<file path="src/rtl/ifid_pkg.sv">
// Shared types and defaults for the IF/ID skid register.
package ifid_pkg;

  typedef enum logic [1:0] {
    ST_EMPTY = 2'd0,
    ST_ONE   = 2'd1,
    ST_TWO   = 2'd2
  } ifid_state_e;

  localparam int unsigned INST_W_DEF   = 32;
  localparam int unsigned PC_W_DEF     = 32;
  localparam logic [31:0] NOP_INST_DEF = 32'h0000_0000;

  typedef struct packed {
    logic [INST_W_DEF-1:0] inst;
    logic [PC_W_DEF-1:0]   pcplusfour;
  } ifid_entry_t;

endpackage

</file>
<file path="src/rtl/sat_counter.sv">
// Saturating up-counter with asynchronous active-low reset.
module sat_counter #(
  parameter int unsigned W = 16
) (
  input  logic         i_clk,
  input  logic         i_rst_n,
  input  logic         i_inc,
  output logic [W-1:0] o_count
);

  logic [W-1:0] r_count;

  always_ff @(posedge i_clk or negedge i_rst_n) begin
    if (!i_rst_n) begin
      r_count <= '0;
    end else if (i_inc && (r_count != {W{1'b1}})) begin
      r_count <= r_count + W'(1);
    end
  end

  assign o_count = r_count;

endmodule

</file>
<file path="src/rtl/ifid_skid_reg.sv">
// IF/ID pipeline register: valid/ready handshake, one-entry skid buffer,
// synchronous flush to a NOP bubble and a saturating bubble-cycle counter.
module ifid_skid_reg
  import ifid_pkg::*;
#(
  parameter int unsigned          INST_W   = 32,
  parameter int unsigned          PC_W     = 32,
  parameter logic [INST_W-1:0]    NOP_INST = INST_W'(NOP_INST_DEF),
  parameter int unsigned          CNT_W    = 16
) (
  input  logic              Clk,
  input  logic              Rst_n,
  input  logic              in_valid,
  output logic              in_ready,
  input  logic [INST_W-1:0] in_inst,
  input  logic [PC_W-1:0]   in_pcplusfour,
  output logic              out_valid,
  input  logic              out_ready,
  output logic [INST_W-1:0] out_inst,
  output logic [PC_W-1:0]   out_pcplusfour,
  input  logic              flush,
  output logic [CNT_W-1:0]  bubble_cnt
);

  typedef struct packed {
    logic [INST_W-1:0] inst;
    logic [PC_W-1:0]   pcplusfour;
  } entry_t;

  ifid_state_e r_state, w_state_nxt;
  entry_t      r_main, r_skid, w_main_nxt, w_skid_nxt, w_in_entry;
  logic        w_acc, w_pop;

  assign w_in_entry = '{inst: in_inst, pcplusfour: in_pcplusfour};
  assign w_acc      = in_valid & in_ready;
  assign w_pop      = out_valid & out_ready;

  always_comb begin
    w_state_nxt = r_state;
    w_main_nxt  = r_main;
    w_skid_nxt  = r_skid;
    if (flush) begin
      // Entries are only invalidated; main payload keeps out_pcplusfour stable.
      w_state_nxt = ST_EMPTY;
    end else begin
      case (r_state)
        ST_EMPTY: begin
          if (w_acc) begin
            w_state_nxt = ST_ONE;
            w_main_nxt  = w_in_entry;
          end
        end
        ST_ONE: begin
          if (w_acc && w_pop) begin
            w_main_nxt = w_in_entry;
          end else if (w_acc) begin
            w_state_nxt = ST_TWO;
            w_skid_nxt  = w_in_entry;
          end else if (w_pop) begin
            w_state_nxt = ST_EMPTY;
          end
        end
        ST_TWO: begin
          if (w_pop) begin
            w_state_nxt = ST_ONE;
            w_main_nxt  = r_skid;
          end
        end
        default: w_state_nxt = ST_EMPTY;
      endcase
    end
  end

  always_ff @(posedge Clk or negedge Rst_n) begin
    if (!Rst_n) begin
      r_state <= ST_EMPTY;
      r_main  <= '0;
      r_skid  <= '0;
    end else begin
      r_state <= w_state_nxt;
      r_main  <= w_main_nxt;
      r_skid  <= w_skid_nxt;
    end
  end

  // Ready depends only on registered state, never on out_ready.
  assign in_ready       = (r_state != ST_TWO);
  assign out_valid      = (r_state != ST_EMPTY);
  assign out_inst       = out_valid ? r_main.inst : NOP_INST;
  assign out_pcplusfour = r_main.pcplusfour;

  sat_counter #(
    .W(CNT_W)
  ) u_bubble_cnt (
    .i_clk   (Clk),
    .i_rst_n (Rst_n),
    .i_inc   (~out_valid),
    .o_count (bubble_cnt)
  );

endmodule

</file>
<file path="config.mk">
export PLATFORM = sky130hd
export DESIGN_NAME = ifid_skid_reg
export DESIGN_NICKNAME = d
export VERILOG_FILES = /design/src/rtl/ifid_pkg.sv /design/src/rtl/sat_counter.sv /design/src/rtl/ifid_skid_reg.sv
export SDC_FILE = /design/constraint.sdc
export NUM_CORES = 1
export LEC_CHECK = 0
export CORE_ASPECT_RATIO = 1.5
export CORE_MARGIN = 8
export CORE_UTILIZATION = 48
export CTS_CLUSTER_DIAMETER = 80
export CTS_CLUSTER_SIZE = 16
export DETAILED_ROUTE_END_ITERATION = 12
export PLACE_DENSITY = 0.83
export SLEW_MARGIN = 10
export SYNTH_ARGS = -nofsm -noshare
export SYNTH_HDL_FRONTEND = slang
export SYNTH_SLANG_ARGS = --single-unit
</file>
<file path="constraint.sdc">
create_clock -name Clk -period 2.8 [get_ports Clk]
set_input_delay 0.42 -clock Clk [delete_from_list [all_inputs] [get_ports Clk]]
set_output_delay 0.42 -clock Clk [all_outputs]
set_load 0.01 [all_outputs]
</file>
# After elaboration in Yosys (flattened, before gate mapping)
# Index checks and enable logic that the tools add are counted.
# totals
inputBits,69
register_bits,146
# op_classes
reduce_logical,8
mux,12
n_addsub,1
bitwise,5
n_eq_ne,11
# ops
op,count
$mux 64,3
$pmux 64 s3,1
$mux 32,1
$add 16x1->16 const B,1
$ne 16x16->1 const B,1
$mux 2,6
$ne 3x3->1 const B,3
$ne 2x2->1 const B,4
$reduce_and 4->1,2
$pmux 2 s3,1
$reduce_and 5->1,1
$ne 4x4->1 const B,1
$not 1->1,3
$reduce_bool 3->1,1
$and 1x1->1,2
$eq 2x1->1 const B,1
$eq 2x2->1 const B,1
$logic_and 1x1->1,2
$logic_not 2->1,1
$reduce_bool 2->1,1

# Longest topological paths before layout
# Gate-level depths: netlist of run 1.
# logic_depth
word_depth,7
depth_mapped,6
ltp_nobuf,5

# Hierarchy
# A second synthesis of run 1 with hierarchy kept.
# unflattened
cells_unflattened,498
area_unflattened_um2,7106.8
# modules_own_cells
mod,area_per_inst_um2,n_inst,cells_per_inst
ifid_skid_reg,6247.2,1,426
sat_counter,859.6,1,72

# Worst setup path before layout of run 1
# OpenSTA, ideal clock, no wires.
# synth_timing
path_type,reg2reg
from,register u_bubble_cnt.r_count[0] (netlist: u_bubble_cnt.o_count[0])
to,register u_bubble_cnt.r_count[1] (netlist: u_bubble_cnt.o_count[1])
path_stages_with_launch,6
slack_ns,1.017
n_path_buf,0
arrival_time_ns,1.658
period_less_slack_ns,1.783
path_cell_list,dfrtp_1 ha_1 nand4_4 nor4_4 nor2_2 mux2_4
# synth_via
elab_chain_cells,2
elab_cells_between_ends,3
classes_between,1 x add/sub; 1 x eq/ne; 1 x reduce/logical
# synth_rtl
element,line_no,text
"start, declared",sat_counter.sv:11,logic [W-1:0] r_count;
"start signal, assigned",sat_counter.sv:17,r_count <= r_count + W'(1);
branches (longest 2 deep; another with $add 16x1->16),--,
# Parallel ways; which one is timed is not known.
# A chain may end at the register's enable or synchronous reset.

# Final worst setup path of run 1
# layout_timing
from,register r_state[0]
to,output out_inst[29]
# layout_via
elab_chain_cells,2
# layout_rtl
element,line_no,text
"start, declared",ifid_skid_reg.sv:30,"ifid_state_e r_state, w_state_nxt;"
"start signal, assigned",ifid_skid_reg.sv:80,r_state <= w_state_nxt;
$reduce_bool 2->1,ifid_skid_reg.sv:88,assign out_valid = (r_state != ST_EMPTY);
$mux 32,ifid_skid_reg.sv:89,assign out_inst = out_valid ? r_main.inst : NOP_INST;
"end, declared",ifid_skid_reg.sv:19,"output logic [INST_W-1:0] out_inst,"
# No other way between the ends.

==> metrics.cfg, run 1 <==
[cts]
path_clk_slew_ns = 0.06
cts_hold_buf = 0
cts.sink_count = 146
cts_max_level = 4
cts_resized = 0
clock_latency_ns = 0.40
clock_path_buffers = 2
cts_tree = built
cts_made_buffers = 17
post-cts-setup-buffers = 0
root_buffer = clkbuf_16

[route]
wl_um = 15400
dr.first_iter.drc_count = 142
drc = 0
wl_per_cell_um = 18.6
dr.pass1.iters = 4
num_vias = 4270
ant_nets = 0
vias_per_cell = 5.18

[place]
io_buffers = 150
dpl_worst_slack_ns = 0.423
place.gp.congestion = 0.777
place_hpwl_um = 10800

[yosys]
syn_area_um2 = 6920
yosysWarnings = 0
synth_async_sr_flop_share_pct = 100
syn_area_per_cell_um2 = 13.9
ys_seq_area_share_pct = 52.8
synth.distinct_cells = 34
synth_ff_type = dfrtp_1
synth_edf_count = 0
synth_seq_cells = 146
synth_nets = 566
synthCells = 496

[setup_path]
startpoint_type = register
cp_num_buf_inv = 3
cp-startpoint = r_state[0]
cp.required_ns = 2.38
endpoint_kind = primary output
max_stage_delay_ns = 0.55
rr_startpoint = r_state[1]
worst_path_max_delay_cell = clkdlybuf4s50_1
r2r_slack_ns = 0.77
worstPathCellList = nor2_2 -> inv_1 -> buf_4 -> and2_1 -> clkdlybuf4s50_1
cpLargestDelayFamily = buffers and inverters
crit_type = reg2out
arrival_ns = 2.23
path_max_fanout = 18

[floorplan]
die_h_um = 163
io_pins = 151
core_um2 = 14100
dieArea_um2 = 18600
rows = 53
fp.dieW_um = 114
start_util_pct = 49.2

[sta]
slew_headroom_pct = 53.9
finalHoldViolations = 0
tns_ns = 0
worst_slack_ns = 0.147
setup_viol = 0
fin_crit_ns = 2.65
rsz0062_at_grt = no
fin_skew_ns = 0.00605
timing.final.crit_share_pct = 94.8
timing.final.max_slew_violations = 0
tightest_slew_ns = 0.692
fmax_mhz = 377

[global_routing]
grt_pass1_vias = 4961
grt_pass1_wl_um = 25000
grt_use_total_pct = 17.2
antenna_found_initial = 0
globalRouteOverflowTotal = 0
grt_max_degree = 75

[outcome]
outcome = finished, final reports clean

[power_and_ir_drop]
power_density_nw_per_um2 = 745
power_leakage_nw = 3.80
irDropWorstVdd_v = 0.000446

[final_layout]
synthToLayoutAreaGrowth_pct = 30.3
final_cell_mix = 149 x clkdlybuf4s50_1, 146 x dfrtp_1, 142 x mux2_2, 52 x mux2_1, 32 x and2_1
n_antenna_cell = 0
layout.cells.most_common = clkdlybuf4s50_1
drive_above_1_share_pct = 30.5
final_nets = 689

[run]
drv_cap = 0

[min_path]
hp-class = in2async

-- metrics by stage --
| step | total power, mW | hold slack (ns) | area (um2) | std cells | utilization [%] |
|---|---|---|---|---|---|
| floorplan | 3.74 | 0.124 | 6920 | 496 | - |
| global placement | 4.29 | 0.465 | 8380 | 792 | 59.6 |
| detailed placement | 4.40 | 0.474 | 8380 | 792 | 59.6 |
| CTS | 6.80 | 0.0498 | 9010 | 824 | 64.1 |
| global route | 7.05 | 0.0709 | 9010 | 824 | 64.1 |
| finish | 6.72 | 0.0283 | 9010 | 824 | 64.1 |
-- logic make-up after synthesis --
logic type | count (synthesis) | share of synthesized area (%)
multiplexers | 196 | 32.0
flip-flops | 146 | 52.8
AND/OR/NAND/NOR | 76 | 6.77
buffers and inverters | 57 | 6.06
XOR/XNOR | 12 | 1.52
AO/OA/AOI/OAI | 8 | 0.687
adder cells (fa/ha/maj) | 1 | 0.181
-- layout make-up --
type	instances	area [um2]
Inverter	2	7.51
Timing Repair Buffer	159	1610
Sequential cell	146	3650
Tap cell	192	240
Multi-Input combinational cell	293	2880
Fill cell	1076	5040
Clock buffer	20	447
Clock inverter	12	181
-- flip-flops by register name (all words and copies together) (netlist names) --
signal	cells
r_main	32
out_pcplusfour	32
r_state	2
u_bubble_cnt.o_count	16
r_skid	64
-- final timing paths --
check,to,cells after the start
max in group asynchronous,r_main[52],2
min,r_main[38],1
min reg2reg,r_main[60],1
min in group Clk,r_main[60],1
max reg2reg,r_main[47],4
max,out_inst[29],5
-- power by group --
group	switching, mW	internal [mW]	leakage, nW
Sequential	0.315	2.62	1.77
Clock	0.849	1.52	0.305
Combinational	0.538	0.882	1.72
Total	1.70	5.02	3.80
-- synthesized netlist by cell type, types with 2 or more instances --
library cell / n / area (um2)
and3_1: 3 / 18.8
a31oi_1: 2 / 12.5
dfrtp_1: 146 / 3650
buf_2: 8 / 40.0
mux2_2: 142 / 1600
nand2_1: 8 / 30.0
o21ai_0: 2 / 10.0
xnor2_1: 4 / 35.0
o21bai_1: 2 / 15.0
clkbuf_1: 3 / 11.3
mux2_1: 52 / 586
buf_6: 8 / 90.1
buf_4: 36 / 270
a21oi_1: 2 / 10.0
nand4_1: 4 / 25.0
nand3_1: 4 / 20.0
nor2b_1: 2 / 12.5
xor2_1: 8 / 70.1
nor3_1: 4 / 20.0
nor2_1: 10 / 37.5
inv_1: 2 / 7.51
and2_1: 32 / 200
-- layer usage --
layer | vias to the layer above | global-route usage (%) | share of wire (%)
li1 | 1948 | - | -
met1 | 2198 | 18.0 | 38
met2 | 105 | 31.6 | 55
met3 | 19 | 4.45 | 5.1
met4 | 0 | 7.11 | 1.7
met5 | - | 0 | 0
(Power assumes the default switching activity.)
==> run 2: changes to the inputs <==
--- a/config.mk
+++ b/config.mk
@@ -11,7 +11,8 @@
 export CTS_CLUSTER_DIAMETER = 80
 export CTS_CLUSTER_SIZE = 16
 export DETAILED_ROUTE_END_ITERATION = 12
-export PLACE_DENSITY = 0.83
+export DONT_BUFFER_PORTS = 1
+export PLACE_DENSITY = 0.7
 export SLEW_MARGIN = 10
 export SYNTH_ARGS = -nofsm -noshare
 export SYNTH_HDL_FRONTEND = slang
==> metrics.cfg, run 2 (synthesized netlist as in run 1, its figures left out) <==
[setup_path]
cp.required_ns = 2.38
worst_r2r_path_depth = 5
worst_path_max_delay_cell = inv_1
cpLargestDelayFamily = buffers and inverters
crit_type = reg2out
cp_num_buf_inv = 1
arrival_ns = 2.21
worstPathCellList = nor2_1 -> inv_1 -> and2_1
startpoint_type = register
rr_startpoint = r_state[0]
max_stage_delay_ns = 0.83
r2r_slack_ns = 0.61
reg2reg_to = u_bubble_cnt.o_count[8]
path_max_fanout = 36
endpoint_kind = primary output

[place]
place.gp.congestion = 0.796
placed_cells = 639
dpl_worst_slack_ns = 0.596
io_buffers = 0
place_hpwl_um = 9580

[cts]
cts_tree = built
cts.sink_count = 146
clock_path_buffers = 2
cts_max_level = 4
post-cts-setup-buffers = 0
root_buffer = clkbuf_16
path_clk_slew_ns = 0.06
cts_resized = 0
clock_latency_ns = 0.41
cts_made_buffers = 17

[sta]
worst_slack_ns = 0.166
tns_ns = 0
rsz0062_at_grt = no
finalHoldViolations = 146
fin_crit_ns = 2.63
whs_ns = -0.289
fmax_mhz = 380
setup_viol = 0
timing.final.crit_share_pct = 94.1
tightest_slew_ns = 1.11
fin_skew_ns = 0.0126
timing.final.max_slew_violations = 0
slew_headroom_pct = 25.8

[power_and_ir_drop]
power_leakage_nw = 3.17
power_density_nw_per_um2 = 807
irDropWorstVdd_v = 0.000395

[route]
ant_nets = 0
dr.pass1.iters = 4
wl_per_cell_um = 21.1
wl_um = 14200
vias_per_cell = 5.54
drc = 0
num_vias = 3715
dr.first_iter.drc_count = 165

[run]
drv_cap = 0

[final_layout]
n_antenna_cell = 0
drive_above_1_share_pct = 39.7
fin_cells = 671
final_nets = 536
top_register = r_skid
layout.cells.most_common = dfrtp_1
largest_register_ff_count = 64
final_cell_mix = 146 x dfrtp_1, 142 x mux2_2, 52 x mux2_1, 32 x and2_1, 17 x clkbuf_16
synthToLayoutAreaGrowth_pct = 7.16

[floorplan]
rows = 53
io_pins = 151
dieArea_um2 = 18600
core_um2 = 14100
start_util_pct = 49.2
fp.dieW_um = 114
die_h_um = 163

[outcome]
violations = negative hold slack
outcome = finished, violations left

[global_routing]
grt_use_total_pct = 15.9
grt_pass1_wl_um = 22800
globalRouteOverflowTotal = 0
antenna_found_initial = 0
grt_max_degree = 147
grt_pass1_vias = 4177

[min_path]
hp-class = in2async

[run 2: area by class of cell]
class	count	area (um2)
sequential	146	3650
tap	192	240
multi-input combinational	293	2870
timing repair buffer	6	57.6
fill	1223	6650
clock inverter	13	125
clock buffer	19	453
inverter	2	7.51
[run 2: stage by stage]
stage / power, mW / area, um2 / util [%]
finish: 5.98 / 7410 / 52.7
global route: 6.29 / 7410 / 52.7
CTS: 6.08 / 7410 / 52.7
detailed placement: 3.86 / 6830 / 48.6
global placement: 3.78 / 6830 / 48.6
floorplan: 3.74 / 6920 / -
[run 2: worst max path at each step]
stage / cells past startpoint / start / slack, ns / endpoint
floorplan: 5 / u_bubble_cnt.o_count[0] / 1.02 / u_bubble_cnt.o_count[1]
global placement: 3 / r_state[0] / 0.71 / out_inst[25]
detailed placement: 3 / r_state[0] / 0.60 / out_inst[22]
CTS: 3 / r_state[0] / 0.15 / out_inst[22]
global route: 3 / r_state[0] / 0.005 / out_inst[22]
finish: 3 / r_state[0] / 0.17 / out_inst[22]
[run 2: metal layers]
layer	vias to the layer above	part of all wire, %	global-route usage [%]	wire length, um
li1	1647	-	-	-
met1	1933	35	15.8	4980
met2	117	52	27.8	7420
met3	18	10	7.50	1480
met4	0	2.2	6.44	306
met5	-	0	0	0
[run 2: power by group]
| group | internal, mW | switching, mW | leakage [nW] |
|---|---|---|---|
| clock | 1.28 | 0.899 | 0.269 |
| sequential | 2.61 | 0.420 | 1.77 |
| combinational | 0.470 | 0.298 | 1.12 |
==> run 3: changes to the inputs <==
--- a/config.mk
+++ b/config.mk
@@ -5,7 +5,7 @@
 export SDC_FILE = /design/constraint.sdc
 export NUM_CORES = 1
 export LEC_CHECK = 0
-export CORE_ASPECT_RATIO = 1.5
+export CORE_ASPECT_RATIO = 1.4
 export CORE_MARGIN = 8
 export CORE_UTILIZATION = 48
 export CTS_CLUSTER_DIAMETER = 80
==> metrics.cfg, run 3 (synthesized netlist as in run 1, its figures left out) <==
[outcome]
outcome = finished, violations left
violations = negative hold slack

[setup_path]
cp.required_ns = 2.38
worst-path-stages = 4
worst_r2r_path_depth = 5
cpLargestDelayFamily = buffers and inverters
max_stage_delay_ns = 0.51
arrival_ns = 2.05
cp_num_buf_inv = 2
endpoint_kind = primary output
worst_path_max_delay_cell = dfrtp_1
crit_type = reg2out
startpoint_type = register
worstPathCellList = nor2_1 -> inv_1 -> buf_4 -> and2_1
path_max_fanout = 20

[cts]
path_clk_slew_ns = 0.06
cts.sink_count = 146
cts_tree = built
cts_max_level = 4
root_buffer = clkbuf_16
post-cts-setup-buffers = 0
clock_latency_ns = 0.41
clock_path_buffers = 2
cts_made_buffers = 17
cts_resized = 0

[final_layout]
drive_above_1_share_pct = 39.3
final_nets = 537
n_antenna_cell = 0
layout.cells.most_common = dfrtp_1
top_register = r_skid
final_core_util_pct = 52.4
final_area_um2 = 7460
final_cell_mix = 146 x dfrtp_1, 142 x mux2_2, 52 x mux2_1, 32 x and2_1, 17 x clkbuf_16
largest_register_ff_count = 64
synthToLayoutAreaGrowth_pct = 7.91

[place]
io_buffers = 0
dpl_worst_slack_ns = 0.698
place.gp.congestion = 0.812
place_hpwl_um = 9590
post_dp_cell_area_um2 = 6840

[floorplan]
start_util_pct = 48.5
io_pins = 151
dieArea_um2 = 18600
rows = 52
core_um2 = 14200
fp.dieW_um = 117
die_h_um = 158

[global_routing]
grt_pass1_vias = 4197
grt_pass1_wl_um = 22500
grt_use_total_pct = 15.4
antenna_found_initial = 0
grt_max_degree = 147
globalRouteOverflowTotal = 0

[sta]
tightest_slew_ns = 0.596
fin_skew_ns = 0.00632
finalHoldViolations = 146
fmax_mhz = 404
whs_ns = -0.298
slew_headroom_pct = 60.3
rsz0062_at_grt = no
timing.final.crit_share_pct = 88.4
setup_viol = 0
tns_ns = 0
worst_slack_ns = 0.325
timing.final.max_slew_violations = 0
fin_crit_ns = 2.47

[power_and_ir_drop]
irDropWorstVdd_v = 0.000424
power_density_nw_per_um2 = 828
power_leakage_nw = 3.21
p_total_mw = 6.18

[route]
wl_per_cell_um = 20.9
drc = 0
vias_per_cell = 5.51
wl_um = 13900
dr.first_iter.drc_count = 163
ant_nets = 0
dr.pass1.iters = 4
num_vias = 3677

[run]
drv_cap = 0

[min_path]
hp-class = in2async

==> run 3: cell count changes in the layout (fill, tap and decap cells not counted), sizes merged <==
cell and change:
clkinvlp -4, clkbuf +2, buf +1, clkinv +1
inv -4, bufinv +3
==> run 3: path summary, 6_finish.rpt <==
path / startpoint / end / slack [ns]
max: r_state[0] / out_inst[17] / 0.33
min reg2reg: r_main[61] / r_main[61] / 0.48
min in group Clk: flush / r_state[0] / 0.07
max reg2reg: r_state[0] / u_bubble_cnt.o_count[1] / 0.81
min: Rst_n / r_skid[34] / -0.30
max in group asynchronous: Rst_n / r_main[59] / 2.93
==> run 3: worst reg2reg max path, stage by stage, from the launching register on <==
cell and delay, ns:
dfrtp_1 0.48, nor2_1 0.27, inv_1 0.32, buf_4 0.31
nor2_2 0.18, mux2_4 0.32
==> run 3: where the power goes <==
group          leakage (nW)  total [mW]  switching, mW  internal (mW)
combinational          1.13       0.776          0.306          0.471
sequential             1.77        3.01          0.399           2.61
clock                 0.305        2.39          0.838           1.55
total                  3.21        6.18           1.54           4.64
==> run 3: routing by layer <==
metal  wire (um)  part of all wire, %  vias up  track usage (%)
met3        1630                   12       20             8.39
met4         274                  2.0        0             6.26
met2        6960                   50      115             26.1
met1        5070                   36     1898             15.7
li1            -                    -     1644                -
met5           0                    0        -                0
==> run 3: final cells by class <==
type | instances | area [um2]
multi-input cells | 293 | 2870
clock buffers | 21 | 470
repair buffers | 7 | 65.1
inverters | 2 | 7.51
well taps | 189 | 236
clock inverters | 9 | 155
flip-flops and latches | 146 | 3650
fillers | 1202 | 6790
==> run 3: per-stage QoR <==
stage / hold WS, ns / instances
3_5_place_dp: 0.131 / 637
4_1_cts: -0.308 / 667
6_report: -0.298 / 667
2_1_floorplan: 0.124 / 496
5_1_grt: -0.326 / 667
3_3_place_gp: 0.131 / 637
